--- src/rtl/risc_pkg.sv ---
// Shared types and constants for the instruction fetch front end.
package risc_pkg;

   localparam int XLEN        = 32;
   localparam int INSTR_BYTES = 4;

   typedef enum logic [1:0] {
      REQ,
      FULL,
      DRAIN
   } fetch_state_t;

   typedef struct packed {
      logic [XLEN-1:0] instr;
      logic [XLEN-1:0] pc;
   } fetch_entry_t;

endpackage

--- src/rtl/fetch_fifo.sv ---
// Instruction buffer holding fetched words with their PC; flush beats push and pop.
module fetch_fifo
   import risc_pkg::*;
#(
   parameter int DEPTH = 2
) (
   input  logic                     clk,
   input  logic                     reset,
   input  logic                     push,
   input  fetch_entry_t             push_data,
   input  logic                     pop,
   input  logic                     flush,
   output logic [$clog2(DEPTH):0]   count,
   output fetch_entry_t             head
);

   localparam int PW = $clog2(DEPTH);
   localparam int CW = PW + 1;

   fetch_entry_t   mem [DEPTH];
   logic [PW-1:0]  wr_ptr;
   logic [PW-1:0]  rd_ptr;

   always_ff @(posedge clk) begin
      if (reset || flush) begin
         wr_ptr <= '0;
         rd_ptr <= '0;
         count  <= '0;
      end else begin
         if (push) wr_ptr <= wr_ptr + PW'(1);
         if (pop)  rd_ptr <= rd_ptr + PW'(1);
         count <= count + CW'(push) - CW'(pop);
      end
   end

   // NOTE: storage carries no reset; only the pointers and count define what is valid.
   always_ff @(posedge clk) begin
      if (push) mem[wr_ptr] <= push_data;
   end

   // Zero the head while empty so stale words never reach the consumer.
   assign head = (count != '0) ? mem[rd_ptr] : '0;

endmodule

--- src/rtl/instr_fetch_unit.sv ---
// Fetch front end: PC, memory read handshake, redirect/flush, instruction buffer.
// Optional feature macro: IFU_MISALIGN_CHECK_EN (misaligned redirect target halts fetch).
module instr_fetch_unit
   import risc_pkg::*;
#(
   parameter logic [31:0] RESET_PC   = 32'h0000_0000,
   parameter int          FIFO_DEPTH = 2
) (
   input  logic              clk,
   input  logic              reset,
   output logic [XLEN-1:0]   mem_rd_addr,
   output logic              mem_rd_addr_valid,
   input  logic [XLEN-1:0]   mem_rd_data,
   input  logic              mem_rd_ack,
   output logic [XLEN-1:0]   instr,
   output logic [XLEN-1:0]   instr_pc,
   output logic              instr_valid,
   input  logic              instr_ack,
   input  logic [XLEN-1:0]   pc_branch_data,
   input  logic              pc_branch_data_valid,
   output logic              pc_branch_data_ack,
   output logic              fetch_misalign
);

   localparam int            CW      = $clog2(FIFO_DEPTH) + 1;
   localparam logic [CW-1:0] DEPTH_C = CW'(FIFO_DEPTH);

   fetch_state_t     state;
   logic [XLEN-1:0]  pc;
   logic [XLEN-1:0]  pc_inc;
   logic [XLEN-1:0]  pc_next;
   logic [XLEN-1:0]  branch_target;
   logic [CW-1:0]    count;
   logic [CW-1:0]    count_next;
   fetch_entry_t     head;
   fetch_entry_t     push_entry;
   logic             ack_fire;
   logic             wait_ack;
   logic             push;
   logic             pop;
   logic             flush;
   logic             space_next;
   logic             halted;
   logic             halt_next;

   assign ack_fire      = mem_rd_addr_valid & mem_rd_ack;
   assign wait_ack      = mem_rd_addr_valid & ~mem_rd_ack;
   assign flush         = pc_branch_data_valid;
   assign push          = ack_fire & (state == REQ) & ~flush;
   assign pop           = instr_valid & instr_ack;
   assign pc_inc        = pc + XLEN'(INSTR_BYTES);
   assign pc_next       = push ? pc_inc : pc;
   assign branch_target = {pc_branch_data[XLEN-1:2], 2'b00};
   assign count_next    = count + CW'(push) - CW'(pop);
   assign space_next    = count_next < DEPTH_C;
   assign push_entry    = '{instr: mem_rd_data, pc: pc};

`ifdef IFU_MISALIGN_CHECK_EN
   logic misalign_q;

   assign halt_next = misalign_q | (pc_branch_data_valid & (pc_branch_data[1:0] != 2'b00));

   always_ff @(posedge clk) begin
      if (reset) misalign_q <= 1'b0;
      else       misalign_q <= halt_next;
   end

   assign halted         = misalign_q;
   assign fetch_misalign = misalign_q;
`else
   logic unused_low_bits;

   assign unused_low_bits = ^pc_branch_data[1:0];
   assign halted          = 1'b0;
   assign halt_next       = 1'b0;
   assign fetch_misalign  = 1'b0;
`endif

   // NOTE: all state and registered outputs update with non-blocking assignments only.
   always_ff @(posedge clk) begin
      if (reset) begin
         state              <= REQ;
         pc                 <= RESET_PC;
         mem_rd_addr        <= RESET_PC;
         mem_rd_addr_valid  <= 1'b0;
         pc_branch_data_ack <= 1'b0;
      end else begin
         pc_branch_data_ack <= pc_branch_data_valid;
         if (pc_branch_data_valid) begin
            pc <= branch_target;
            // Memory cannot cancel: keep the live request on the bus and drop its word later.
            if (wait_ack) begin
               state <= DRAIN;
            end else if (halt_next) begin
               state             <= FULL;
               mem_rd_addr_valid <= 1'b0;
            end else begin
               state             <= REQ;
               mem_rd_addr_valid <= 1'b1;
               mem_rd_addr       <= branch_target;
            end
         end else begin
            if (push) pc <= pc_inc;
            unique case (state)
               REQ, FULL: begin
                  if (!wait_ack) begin
                     if (!halted && space_next) begin
                        state             <= REQ;
                        mem_rd_addr_valid <= 1'b1;
                        mem_rd_addr       <= pc_next;
                     end else begin
                        state             <= FULL;
                        mem_rd_addr_valid <= 1'b0;
                     end
                  end
               end
               DRAIN: begin
                  if (ack_fire) begin
                     state             <= halted ? FULL : REQ;
                     mem_rd_addr_valid <= ~halted;
                     mem_rd_addr       <= pc;
                  end
               end
               default: state <= REQ;
            endcase
         end
      end
   end

   fetch_fifo #(
      .DEPTH (FIFO_DEPTH)
   ) u_fifo (
      .clk       (clk),
      .reset     (reset),
      .push      (push),
      .push_data (push_entry),
      .pop       (pop),
      .flush     (flush),
      .count     (count),
      .head      (head)
   );

   assign instr_valid = (count != '0);
   assign instr       = head.instr;
   assign instr_pc    = head.pc;

endmodule

--- config.mk ---
export PLATFORM = sky130hd
export DESIGN_NAME = instr_fetch_unit
export DESIGN_NICKNAME = d
export VERILOG_FILES = /design/src/rtl/risc_pkg.sv /design/src/rtl/fetch_fifo.sv /design/src/rtl/instr_fetch_unit.sv
export SDC_FILE = /design/constraint.sdc
export NUM_CORES = 1
export LEC_CHECK = 0
export BUFFER_PORTS_ARGS = -buffer_cell sky130_fd_sc_hd__buf_2
export CAP_MARGIN = 20
export CORE_UTILIZATION = 54
export CTS_CLUSTER_SIZE = 28
export DETAILED_ROUTE_END_ITERATION = 10
export GPL_TIMING_DRIVEN = 0
export PLACE_DENSITY = 0.79
export SKIP_LAST_GASP = 1
export SYNTH_ARGS = -nofsm -noshare
export SYNTH_HDL_FRONTEND = slang
export SYNTH_SLANG_ARGS = --single-unit
--- constraint.sdc ---
create_clock -name clk -period 11.9 [get_ports clk]
set_input_delay 2.38 -clock clk [delete_from_list [all_inputs] [get_ports clk]]
set_output_delay 2.38 -clock clk [all_outputs]
set_load 0.01 [all_outputs]
Word-level counts from Yosys, hierarchy flattened --
Memories as Yosys holds them, arrays and structs flattened. A register that Yosys moved wholly into a read port is not among the register bits. Index checks and enable logic that the tools add are counted.
Operators by class: reductions and logical operators 9, bitwise logic cells 7, muxes and demuxes 25, equality and inequality tests 7, add/subtract/negate cells 5, magnitude comparators 1
Operators by type and width (count):
- 2-to-1 mux 32 bit | 7
- 2-to-1 mux 64 bit | 1
- case mux 32 bit (2 select lines) | 1
- adder 32 x 3 -> 32 bit (second input constant) | 1
- 2-to-1 mux 1 bit | 10
- != test 3 bit (second input constant) | 3
- 2-to-1 mux 2 bit | 4
- AND 1 bit | 5
- AND reduction 5 bit | 1
- != test 2 bit (second input constant) | 2
- case mux 2 bit (2 select lines) | 1
- AND reduction 4 bit | 1
- OR reduction 2 bit | 2
- nonzero test 3 bit | 1
- adder 1 bit (second input constant) | 2
- adder 2 x 1 -> 2 bit | 1
- == test 2 x 1 -> 1 bit (second input constant) | 1
- == test 2 bit (second input constant) | 1
- logical NOT 2 bit | 1
- less-than comparator 2 bit (second input constant) | 1
- NOT 1 bit | 2
- case mux 1 bit (2 select lines) | 1
- AND reduction 2 bit | 1
- nonzero test 2 bit | 1
- other kinds (2) | 2
Storage, ports and cells: memories 1, bits in writable memories 128, flip-flop bits (word level) 72, logic and storage cells 64
Memory list:
- u_fifo.mem | depth 2, bits a word 64, rd ports 1, clocked after memory_dff 1, wr ports 1, RTL line fetch_fifo.sv:20 | fetch_entry_t mem [DEPTH];

Depth between registers and ports, before layout --
Gate-level depths: netlist of run 1.
depth after elaboration 10, gate-level depth with buffers 14

Modules after synthesis --
Synthesis of run 1 repeated with hierarchy kept, for this count alone.
Second synthesis, totals: cell total of the unflattened synthesis 688, area total of the unflattened synthesis 8373.0 sq um
By module, submodules not included:
- fetch_fifo | sequential area each 3943.8 sq um, area each 5046.1 sq um, cells each 289, instances 1
- instr_fetch_unit | sequential area each 1281.2 sq um, area each 3326.9 sq um, cells each 399, instances 1

Least setup slack after synthesis of run 1 --
OpenSTA, ideal clock, no wires.
path kind input to register, start in pc_branch_data_valid, end mem u_fifo.mem[0][10] (netlist bit) (enable), required time 11418 ps, arrival time 5765 ps, stages on the path 4, path slack 5652 ps, library setup time 482 ps, path through buf_2 -> nor4b_2 -> nand2_1 -> nor2_1
Between the ends: word-level cells in the longest chain between the ends 4
Ends and longest elaborated chain:
- start: declaration | RTL line instr_fetch_unit.sv:20 | input logic pc_branch_data_valid,
- NOT 1 bit | RTL line instr_fetch_unit.sv:49 | assign push = ack_fire & (state == REQ) & ~flush;
- AND 1 bit | RTL line instr_fetch_unit.sv:49
- 2-to-1 mux 1 bit | RTL line fetch_fifo.sv:38 | if (push) mem[wr_ptr] <= push_data;
- 2-to-1 mux 1 bit (not written as such) | RTL line fetch_fifo.sv:38
- end: declaration | RTL line fetch_fifo.sv:20
No other way between the ends.

Worst setup path after layout of run 1 --
start in pc_branch_data_valid, end reg mem_rd_addr[3]
Between the ends: word-level cells in the longest chain between the ends 7, elaborated cells between the ends (all ways) 15, classes of those cells 2 x add/sub; 1 x order compare; 3 x eq/ne; 5 x mux; 2 x bitwise; 2 x reduce/logical
Ends and longest elaborated chain:
- NOT 1 bit | RTL line instr_fetch_unit.sv:49
- AND 1 bit | RTL line instr_fetch_unit.sv:49
- adder 2 x 1 -> 2 bit / 2-to-1 mux 32 bit (equally long branches)
- subtractor 2 x 1 -> 2 bit / 2-to-1 mux 32 bit (equally long branches) | RTL line instr_fetch_unit.sv:54, instr_fetch_unit.sv:107
- less-than comparator 2 bit / 2-to-1 mux 32 bit (equally long branches) | RTL line instr_fetch_unit.sv:55, instr_fetch_unit.sv:106
- != test 3 bit (no line) / case mux 32 bit (2 select lines) (equally long branches)
- AND reduction 5 bit (no line) / 2-to-1 mux 32 bit (equally long branches)
- end signal: assignment | RTL line instr_fetch_unit.sv:100 | mem_rd_addr <= branch_target;
- end signal: assignment | RTL line instr_fetch_unit.sv:110 | mem_rd_addr <= pc_next;
- end signal: assignment | RTL line instr_fetch_unit.sv:121 | mem_rd_addr <= pc;
- end: declaration | RTL line instr_fetch_unit.sv:11 | output logic [XLEN-1:0] mem_rd_addr,
Parallel ways exist; a longest one is shown, timed or not. The select of a mux whose other input is x is not followed. A chain may end at the register's enable or synchronous reset.

==> qor.csv, run 1 <==
metric,value,unit
cts_num_sinks,193,
ios,169,
nFillCells,1105,
fin_area,0.009714,sq mm
worst_slack,6273,ps
startpoint_type,primary input,
r2r_cells,14,
grt_pass1_wl,28310,microns
grt_pass1_vias,5479,
rsz0062_at_grt,no,
pwr_density_cell,154.7,mW/mm^2
fp-row-count,44,
cp_num_cells,13,
first_iter_violations,479,
multi_input_area,0.002668,sq mm
setup_viol,0,
grt_start_max_net_pins,63,
seq_area,0.005105,sq mm
tns,0,ps
tightest_slew,1074,ps
leakage,0.003690,uW
vdd_drop_max,0.1139,mV
finClkSkew,7.396,ps
yosysSeqAreaShare,63.87,%
cp_max_fo,10,
ant_nets,0,
die_w,123.7,microns
synth_cell_type_count,48,
fmax,0.1777,GHz
core_area,0.01448,sq mm
pre_cts_slack,5921,ps
synth_top_area_share,46.59,%
cts_tree,done,
io_buffers,159,
critical_path_class,in -> reg,
wirelength,18800,microns
fin_crit,5627,ps
cap_violations,0,
ys_seq_elements,193,
area_growth_syn_to_layout,21.54,%
hpwlAfterDp,12940,microns
antenna_found_initial,1,
finalHoldViolations,0,
hp-class,reg -> reg,
clkTransAtPathRegs,60,ps
path_cells,buf_2 -> nor4b_2 -> nand2_1 -> inv_1 -> ha_1 -> xnor3_1 -> or2_2 -> a21oi_1 -> or2_2 -> clkbuf_1 -> clkbuf_1 -> nand2_1 -> a21oi_1,
synth_area_leaders,"edfxtp_1 (47%), dfxtp_1 (17%), mux2i_1 (8.5%), nor2_1 (5.3%), xnor2_1 (2.2%)",
syn_area_per_cell,11.91,sq um
viasPerCell,5.615,
crit_buf_inv,4,
yosys_warnings,0,
htreeDepth,4,
first_pass_iters,8,
nNetsFinal,926,
cp.required,12250,ps
slew_headroom,27.73,%
vias,5896,
worstPathArrival,5980,ps
clockRootBuffer,clkbuf_16,
route.detailed.drc,2,
hold_slack,448.6,ps
critical-path-slowest-cell,nor4b_2,
placed_area,0.009066,sq mm
cts_inserted_buffers,17,
gp_congestion,0.8864,
endpoint_kind,register,
crit_family,simple AND/OR/NAND/NOR gates,
min_path_cells,2,
grt_overflow_total,0,
cts_resized,0,
diodes,0,
slowest_delay,550,ps
outcome,finished with violations,
violations,DRC,
post_drt_wl_per_cell,17.90,microns
yosys.area.top_type,edfxtp_1,
cts.path.max_buffers,2,
holdBufCountCts,0,
drive_gt1_share,24.25,%
post_synth_inst_count,671,
die_h,123.7,microns
start_util,55.20,%
die-area,0.01529,sq mm
slew_viol_final,0,
clkLatencyLatePin,430,ps
grt_usage,25.20,%
post-route-period-util,47.28,%
postCtsSetupBuffers,0,
synth_area,0.007993,sq mm
==> state kept, by name, indices dropped and copies added, names as in the netlist, 2 cells and up, named ones only <==
signal / flops
u_fifo.mem: 124
mem_rd_addr: 30
pc: 30
state: 2
u_fifo.count: 2
==> layer usage <==
layer  routed length, microns  track usage, %  vias up
met5                        9               0        -
met4                      451           11.60        2
met3                     1687           5.220       42
met2                     8848           40.97      293
met1                     7802           32.43     2779
li1                         -               -     2780
==> report_power, final <==
group | total [uW] | switching [uW] | internal [uW] | leakage [uW]
Sequential | 758 | 19.6 | 739 | 0.00169
Combinational | 120 | 73.5 | 46.7 | 0.00169
Clock | 625 | 233 | 392 | 0.000304
Total | 1500 | 326 | 1180 | 0.00369
==> cells in the final DEF, fill, tap and decap left out, types with 7 or more instances in the layout <==
cell,n
edfxtp_1,124
nor2_1,111
mux2i_1,68
o21ai_0,17
buf_2,162
nor3_1,20
xor2_1,7
clkbuf_16,17
nand3_1,24
nand2_1,37
a21oi_1,22
xnor2_1,20
inv_1,14
nand4_1,13
o41ai_1,7
clkbuf_1,31
and2_1,11
dfxtp_1,69
a211oi_1,7
==> synthesized netlist by cell type, drive strengths merged <==
cell	n
conb	1
o21a	1
and3	6
o2111ai	1
inv	14
a211oi	8
nand2b	5
nand3	24
nor4b	1
or2	3
nand2	37
xnor2	20
xor2	7
dfxtp	69
xnor3	1
and4	2
o22a	1
a31o	2
edfxtp	124
o311ai	2
ha	3
mux2i	68
buf	15
clkbuf	28
clkinv	1
or4	2
nor2	112
o31ai	2
a21oi	22
o41ai	8
or4b	1
a221oi	7
or3	4
and2	11
nand4	13
nor4	5
o21ai	17
nor3	21
a32oi	1
o211a	1
==> stage by stage <==
step	instances	power, uW	util (%)
after floorplan	675	836.6	-
after global placement	1018	886.7	62.39
after detailed placement	1019	890.4	62.62
after CTS	1050	1508	67.09
after global routing	1050	1548	67.09
final	1050	1503	67.09
==> kinds of logic after synthesis <==
group,after synthesis,synth area share [%]
buffers and inverters,58,3.099
other,1,0.04692
xor gates and xnor gates,28,3.240
and+or+nand+nor,247,14.51
DFF,193,63.87
muxes,68,8.516
adders and majority gates,3,0.4697
AOI/OAI and AO/OA,73,6.246
==> worst min-delay path: stages (launching register included) <==
cell and delay, ps:
dfxtp_1 300, nand2_1 50, a21oi_1 50
==> layout make-up <==
type	instances	share of cell area [%]
inverters	15	0.5796
clock inverters	11	2.177
multi-input cells	424	27.46
plain buffers	43	1.971
clock buffers	20	4.495
well taps	184	2.370
repair buffers	160	8.398
flip-flops and latches	193	52.55
==> path summary, 6_finish.rpt <==
| path | startpoint | to | slack (ps) |
|---|---|---|---|
| setup reg to reg | u_fifo.count[1]$_SDFF_PP0_ | mem_rd_addr[3]$_SDFFE_PP0P_ | 7680 |
| setup / recovery | pc_branch_data_valid | mem_rd_addr[3]$_SDFFE_PP0P_ | 6270 |
| hold reg to reg | mem_rd_addr[2]$_SDFFE_PP0P_ | mem_rd_addr[2]$_SDFFE_PP0P_ | 450 |
| hold / removal | mem_rd_addr[2]$_SDFFE_PP0P_ | mem_rd_addr[2]$_SDFFE_PP0P_ | 450 |
Note: power is estimated with default switching activity, not from simulation.
==> inputs of run 2 (changes only) <==
--- a/config.mk
+++ b/config.mk
@@ -7,11 +7,11 @@
 export LEC_CHECK = 0
 export BUFFER_PORTS_ARGS = -buffer_cell sky130_fd_sc_hd__buf_2
 export CAP_MARGIN = 20
-export CORE_UTILIZATION = 54
+export CORE_UTILIZATION = 49
 export CTS_CLUSTER_SIZE = 28
 export DETAILED_ROUTE_END_ITERATION = 10
 export GPL_TIMING_DRIVEN = 0
-export PLACE_DENSITY = 0.79
+export PLACE_DENSITY = 0.76
 export SKIP_LAST_GASP = 1
 export SYNTH_ARGS = -nofsm -noshare
 export SYNTH_HDL_FRONTEND = slang
==> constraint.sdc (replaced) <==
create_clock -name clk -period 4.9 [get_ports clk]
set_input_delay 0.98 -clock clk [delete_from_list [all_inputs] [get_ports clk]]
set_output_delay 0.98 -clock clk [all_outputs]
set_load 0.01 [all_outputs]
==> run 2 against run 1 <==
The flow now finishes without violations. Clock power grew 120%. Critical path depth grew 1. Power grew 140%. Hold slack gained 13 ps. Critical endpoint unchanged. Highest routed layer unchanged.
==> qor.csv, run 2 (synthesis results as in run 1) <==
metric,value,unit,change
outcome,"complete, no violations",,
fmax,0.2375,GHz,
tightest_slew,1072,ps,-1.921 ps
setup.worst_path.start,u_fifo.count[1]$_SDFF_PP0_,,
cp.required,5250,ps,-7000 ps
cts_inserted_buffers,17,,unchanged
min_path_cells,2,,unchanged
drive_gt1_share,24.57,%,+0.32 points
setup_viol,0,,unchanged
hold_slack,462.1,ps,+13.47 ps
cts_tree,done,,
hpwlAfterDp,12960,microns,+0.16%
diodes,0,,unchanged
cts.path.max_buffers,2,,unchanged
final_cells,1083,,+3.1%
post-route-period-util,85.91,%,
viasPerCell,5.376,,-4.3%
die-area,0.01683,sq mm,+10%
r2r_cells,14,,unchanged
hold_start,mem_rd_addr[6]$_SDFFE_PP0P_,,
critical-path-slowest-cell,nor2_1,,
pwr_density_cell,363.9,mW/mm^2,+140%
finClkSkew,6.979,ps,-0.4170 ps
path_cells,nor2_1 -> inv_1 -> and2_1 -> ha_1 -> inv_1 -> ha_1 -> xnor3_1 -> or2_2 -> a21oi_1 -> or2_2 -> clkbuf_1 -> clkbuf_1 -> nand2_1 -> a21oi_1,,
reg.largest.list,"u_fifo.mem (124), mem_rd_addr (30), pc (30)",,
largest_register,u_fifo.mem,,
postCtsSetupBuffers,0,,unchanged
critical_path_class,reg -> reg,,
vdd_drop_max,0.2702,mV,+140%
ant_nets,0,,unchanged
holdBufCountCts,0,,unchanged
cap_violations,0,,unchanged
io_buffers,159,,unchanged
fp-row-count,46,,+4.5%
grt_overflow_total,0,,unchanged
antenna_found_initial,1,,unchanged
leakage,0.003670,uW,-0.56%
largest_reg_flops,124,,unchanged
slew_viol_final,0,,unchanged
hp-class,reg -> reg,,
clockRootBuffer,clkbuf_16,,
rsz0062_at_grt,no,,
final_common_cell,buf_2,,
gp_congestion,0.8969,,+1.2%
cp_max_fo,10,,unchanged
start_util,50.32,%,-4.9 points
final_cell_mix,"buf_2 (162), edfxtp_1 (124), nor2_1 (111)",,
first_pass_iters,5,,-3
first_iter_violations,430,,-10%
htreeDepth,4,,unchanged
slew_headroom,27.86,%,+0.13 points
grt_pass1_wl,28050,microns,-0.93%
worstPathArrival,4560,ps,-1420 ps
grt_usage,22.65,%,-2.5 points
ios,169,,unchanged
place_inst,1051,,+3.1%
nNetsFinal,926,,unchanged
die_w,129.7,microns,+4.9%
clkTransAtPathRegs,60,ps,about the same
clkLatencyLatePin,420,ps,about the same
reg2reg_from,u_fifo.count[1]$_SDFF_PP0_,,
endpoint_kind,register,,
startpoint_type,register,,
slowest_delay,660,ps,+110 ps
grt_pass1_vias,5482,,+0.055%
route.detailed.drc,0,,-2
post_drt_wl_per_cell,17.31,microns,-3.3%
core_area,0.01589,sq mm,+9.7%
finalHoldViolations,0,,unchanged
fin_crit,4210,ps,
vias,5822,,-1.3%
die_h,129.7,microns,+4.9%
cts_num_sinks,193,,unchanged
area_growth_syn_to_layout,21.49,%,about the same
grt_start_max_net_pins,63,,unchanged
cts_resized,0,,unchanged
wirelength,18750,microns,-0.28%
[run 2: path summary, 6_finish.rpt]
kind	to	slack, ps
setup / recovery	mem_rd_addr[3]$_SDFFE_PP0P_	690
hold / removal	mem_rd_addr[6]$_SDFFE_PP0P_	460
setup reg to reg	mem_rd_addr[3]$_SDFFE_PP0P_	690
hold reg to reg	mem_rd_addr[6]$_SDFFE_PP0P_	460
[run 2: worst max-delay path, delay by kind of cell, from the launching register on]
kind | cells | cell delay [ps]
xor+xnor | 1 | 490
buf+inv | 4 | 950
compound gates | 2 | 420
flops | 1 | 320
simple gates | 5 | 1490
fa+ha+maj | 2 | 430
[run 2: layout make-up]
type                            instances  area [sq um]
Clock inverter                         12         157.7
Fill cell                            1286          6175
Sequential cell                       193          5105
Inverter                               15         56.30
Multi-Input combinational cell        424          2668
Buffer                                 43         191.4
Tap cell                              216         270.3
Timing Repair Buffer                  160         815.8
Clock buffer                           20         446.7
[run 2: per-stage QoR]
step	util (%)	setup WS, ps	area (sq um)	power [uW]	TNS [ps]
final	61.13	690.2	9711	3533	0
after global placement	57.12	-1638	9074	2155	-101340
after global routing	61.13	339.3	9711	3648	0
after CTS	61.13	663.2	9711	3546	0
after detailed placement	57.33	343.2	9106	2161	0
after floorplan	-	52.33	8008	2032	0
[run 2: power by group]
part           internal (uW)  switching [uW]
Sequential              1790            47.8
Clock                    819             583
Combinational            113             177
Total                   2730             808
[run 2: per-layer routing]
| layer | global-route usage [%] | up-vias | part of all wire (%) |
|---|---|---|---|
| met2 | 37.81 | 258 | 47 |
| met3 | 5.125 | 26 | 7.6 |
| met4 | 10.26 | 2 | 2.0 |
| met5 | 0 | - | 0.069 |
| li1 | - | 2779 | - |
| met1 | 28.21 | 2757 | 43 |
==> inputs of run 3 (changes only) <==
--- a/config.mk
+++ b/config.mk
@@ -8,6 +8,7 @@
 export BUFFER_PORTS_ARGS = -buffer_cell sky130_fd_sc_hd__buf_2
 export CAP_MARGIN = 20
 export CORE_UTILIZATION = 49
+export CTS_BUF_LIST = sky130_fd_sc_hd__clkbuf_8 sky130_fd_sc_hd__clkbuf_16
 export CTS_CLUSTER_SIZE = 28
 export DETAILED_ROUTE_END_ITERATION = 10
 export GPL_TIMING_DRIVEN = 0
==> run 3 against run 2 <==
Power barely moved. Combinational power hardly changed. Clock power about the same. Critical path depth unchanged. Maximum frequency fell by 0.28%. Critical endpoint unchanged. Largest cell class unchanged. Largest power group unchanged.
==> qor.csv, run 3 (synthesis results as in run 1) <==
metric,value,unit,change
nNetsFinal,926,,unchanged
largest_reg_flops,124,,unchanged
internal_power,2722,uW,-0.15%
io_buffers,159,,unchanged
p_sw_share,22.90,%,+0.043 points
gp_congestion,0.8969,,unchanged
post-route-period-util,86.15,%,+0.24 points
clkLatencyLatePin,430,ps,about the same
rsz0062_at_grt,no,,
diodes,0,,unchanged
final_cell_mix,"buf_2 (162), edfxtp_1 (124), nor2_1 (111)",,
postCtsSetupBuffers,0,,unchanged
power_frac_clock,39.6,%,about the same
ant_nets,0,,unchanged
holdBufCountCts,0,,unchanged
first_pass_iters,5,,unchanged
critical_path_class,reg -> reg,,
worstPathArrival,4570,ps,about the same
tightest_slew,1091,ps,+18.31 ps
die_h,129.7,microns,unchanged
grt_pass1_vias,5482,,unchanged
seq_area,0.005105,sq mm,unchanged
fmax,0.2369,GHz,-0.28%
worst_slack,678.4,ps,-11.73 ps
tns,0,ps,unchanged
start_util,50.32,%,unchanged
grt_overflow_total,0,,unchanged
htreeDepth,4,,unchanged
combPwrFrac,8.2,%,about the same
slew_headroom,26.62,%,-1.2 points
clkTransAtPathRegs,60,ps,about the same
seq_power_share,52.2,%,about the same
hpwlAfterDp,12960,microns,unchanged
slew_viol_final,0,,unchanged
largest_register,u_fifo.mem,,
fin_crit,4222,ps,+11.73 ps
pre_cts_slack,343.2,ps,unchanged
cap_violations,0,,unchanged
reg.largest.list,"u_fifo.mem (124), mem_rd_addr (30), pc (30)",,
clockRootBuffer,clkbuf_16,,
startpoint_type,register,,
nFillCells,1286,,unchanged
leakage,0.003678,uW,+0.23%
post_drt_wl_per_cell,17.35,microns,+0.22%
cts.path.max_buffers,2,,unchanged
grt_start_max_net_pins,63,,unchanged
finalHoldViolations,0,,unchanged
fp-row-count,46,,unchanged
cts_tree,done,,
finClkSkew,9.405,ps,+2.426 ps
vias,5817,,-0.086%
cts_resized,0,,unchanged
grt_usage,22.65,%,unchanged
grt_pass1_wl,28050,microns,unchanged
multi_input_area,0.002668,sq mm,unchanged
first_iter_violations,432,,+0.47%
ios,169,,unchanged
final_common_cell,buf_2,,
setup_viol,0,,unchanged
antenna_found_initial,1,,unchanged
viasPerCell,5.371,,about the same
cts_inserted_buffers,17,,unchanged
cts_num_sinks,193,,unchanged
die_w,129.7,microns,unchanged
die-area,0.01683,sq mm,unchanged
area_growth_syn_to_layout,21.49,%,unchanged
route.detailed.drc,0,,unchanged
endpoint_kind,register,,
pwr_density_cell,363.5,mW/mm^2,about the same
core_area,0.01589,sq mm,unchanged
vdd_drop_max,0.2705,mV,about the same
cp_max_fo,10,,unchanged
outcome,"complete, no violations",,
switching_power,808.3,uW,about the same
drive_gt1_share,24.57,%,unchanged
wirelength,18790,microns,+0.22%
cp.required,5250,ps,about the same
hp-class,reg -> reg,,
## run 3: cell count changes in the layout (fill, tap and decap cells not counted), sizes merged
cell / previous run / this run
clkbuf: 48 / 46
inv: 16 / 18
## run 3: final cells by class
type                    count  area share, %
repair buffers            160          8.401
plain buffers              43          1.971
inverters                  15         0.5798
flip-flops and latches    193          52.57
clock buffers              18          4.523
clock inverters            14          1.701
well taps                 216          2.783
multi-input cells         424          27.47
## run 3: worst max-delay path, cell delays in order (launching register included)
cell      delay, ps
dfxtp_1         320
nor2_1          660
inv_1           130
and2_1          250
ha_1            280
inv_1            50
ha_1            150
xnor3_1         490
or2_2           320
a21oi_1         250
or2_2           150
clkbuf_1        270
clkbuf_1        510
nand2_1         110
a21oi_1         170
## run 3: worst paths after layout
| path | startpoint | endpoint | slack [ps] | cells past startpoint |
|---|---|---|---|---|
| worst max register to register | u_fifo.count[1]$_SDFF_PP0_ | mem_rd_addr[3]$_SDFFE_PP0P_ | 680 | 14 |
| worst min register to register | mem_rd_addr[6]$_SDFFE_PP0P_ | mem_rd_addr[6]$_SDFFE_PP0P_ | 460 | 2 |
| worst max-delay path | u_fifo.count[1]$_SDFF_PP0_ | mem_rd_addr[3]$_SDFFE_PP0P_ | 680 | 14 |
| worst min-delay path | mem_rd_addr[6]$_SDFFE_PP0P_ | mem_rd_addr[6]$_SDFFE_PP0P_ | 460 | 2 |
## run 3: power by group through the flow
stage | sequential (uW) | clock [uW] | combinational [uW]
detailed placement | 1870 | 0 | 287
floorplan | 1870 | 0 | 159
finish | 1840 | 1400 | 290
CTS | 1840 | 1410 | 289
global route | 1840 | 1480 | 319
global placement | 1880 | 0 | 279
## run 3: routing by layer
layer	track usage, %	vias up	wire (microns)
met5	0	-	13
met4	10.26	2	361
met3	5.125	21	1469
met2	37.81	260	8878
met1	28.21	2756	8064
li1	-	2778	-
## run 3: through the flow
stage                     util [%]  total power [uW]  hold WS, ps  area [sq um]  instances
after floorplan                  -              2032        447.8          8008        675
after global placement       57.12              2155        450.6          9074       1050
after detailed placement     57.33              2161        455.9          9106       1051
after CTS                    61.13              3542        465.6          9711       1083
after global routing         61.13              3644        483.1          9711       1083
final                        61.13              3530        462.1          9711       1083
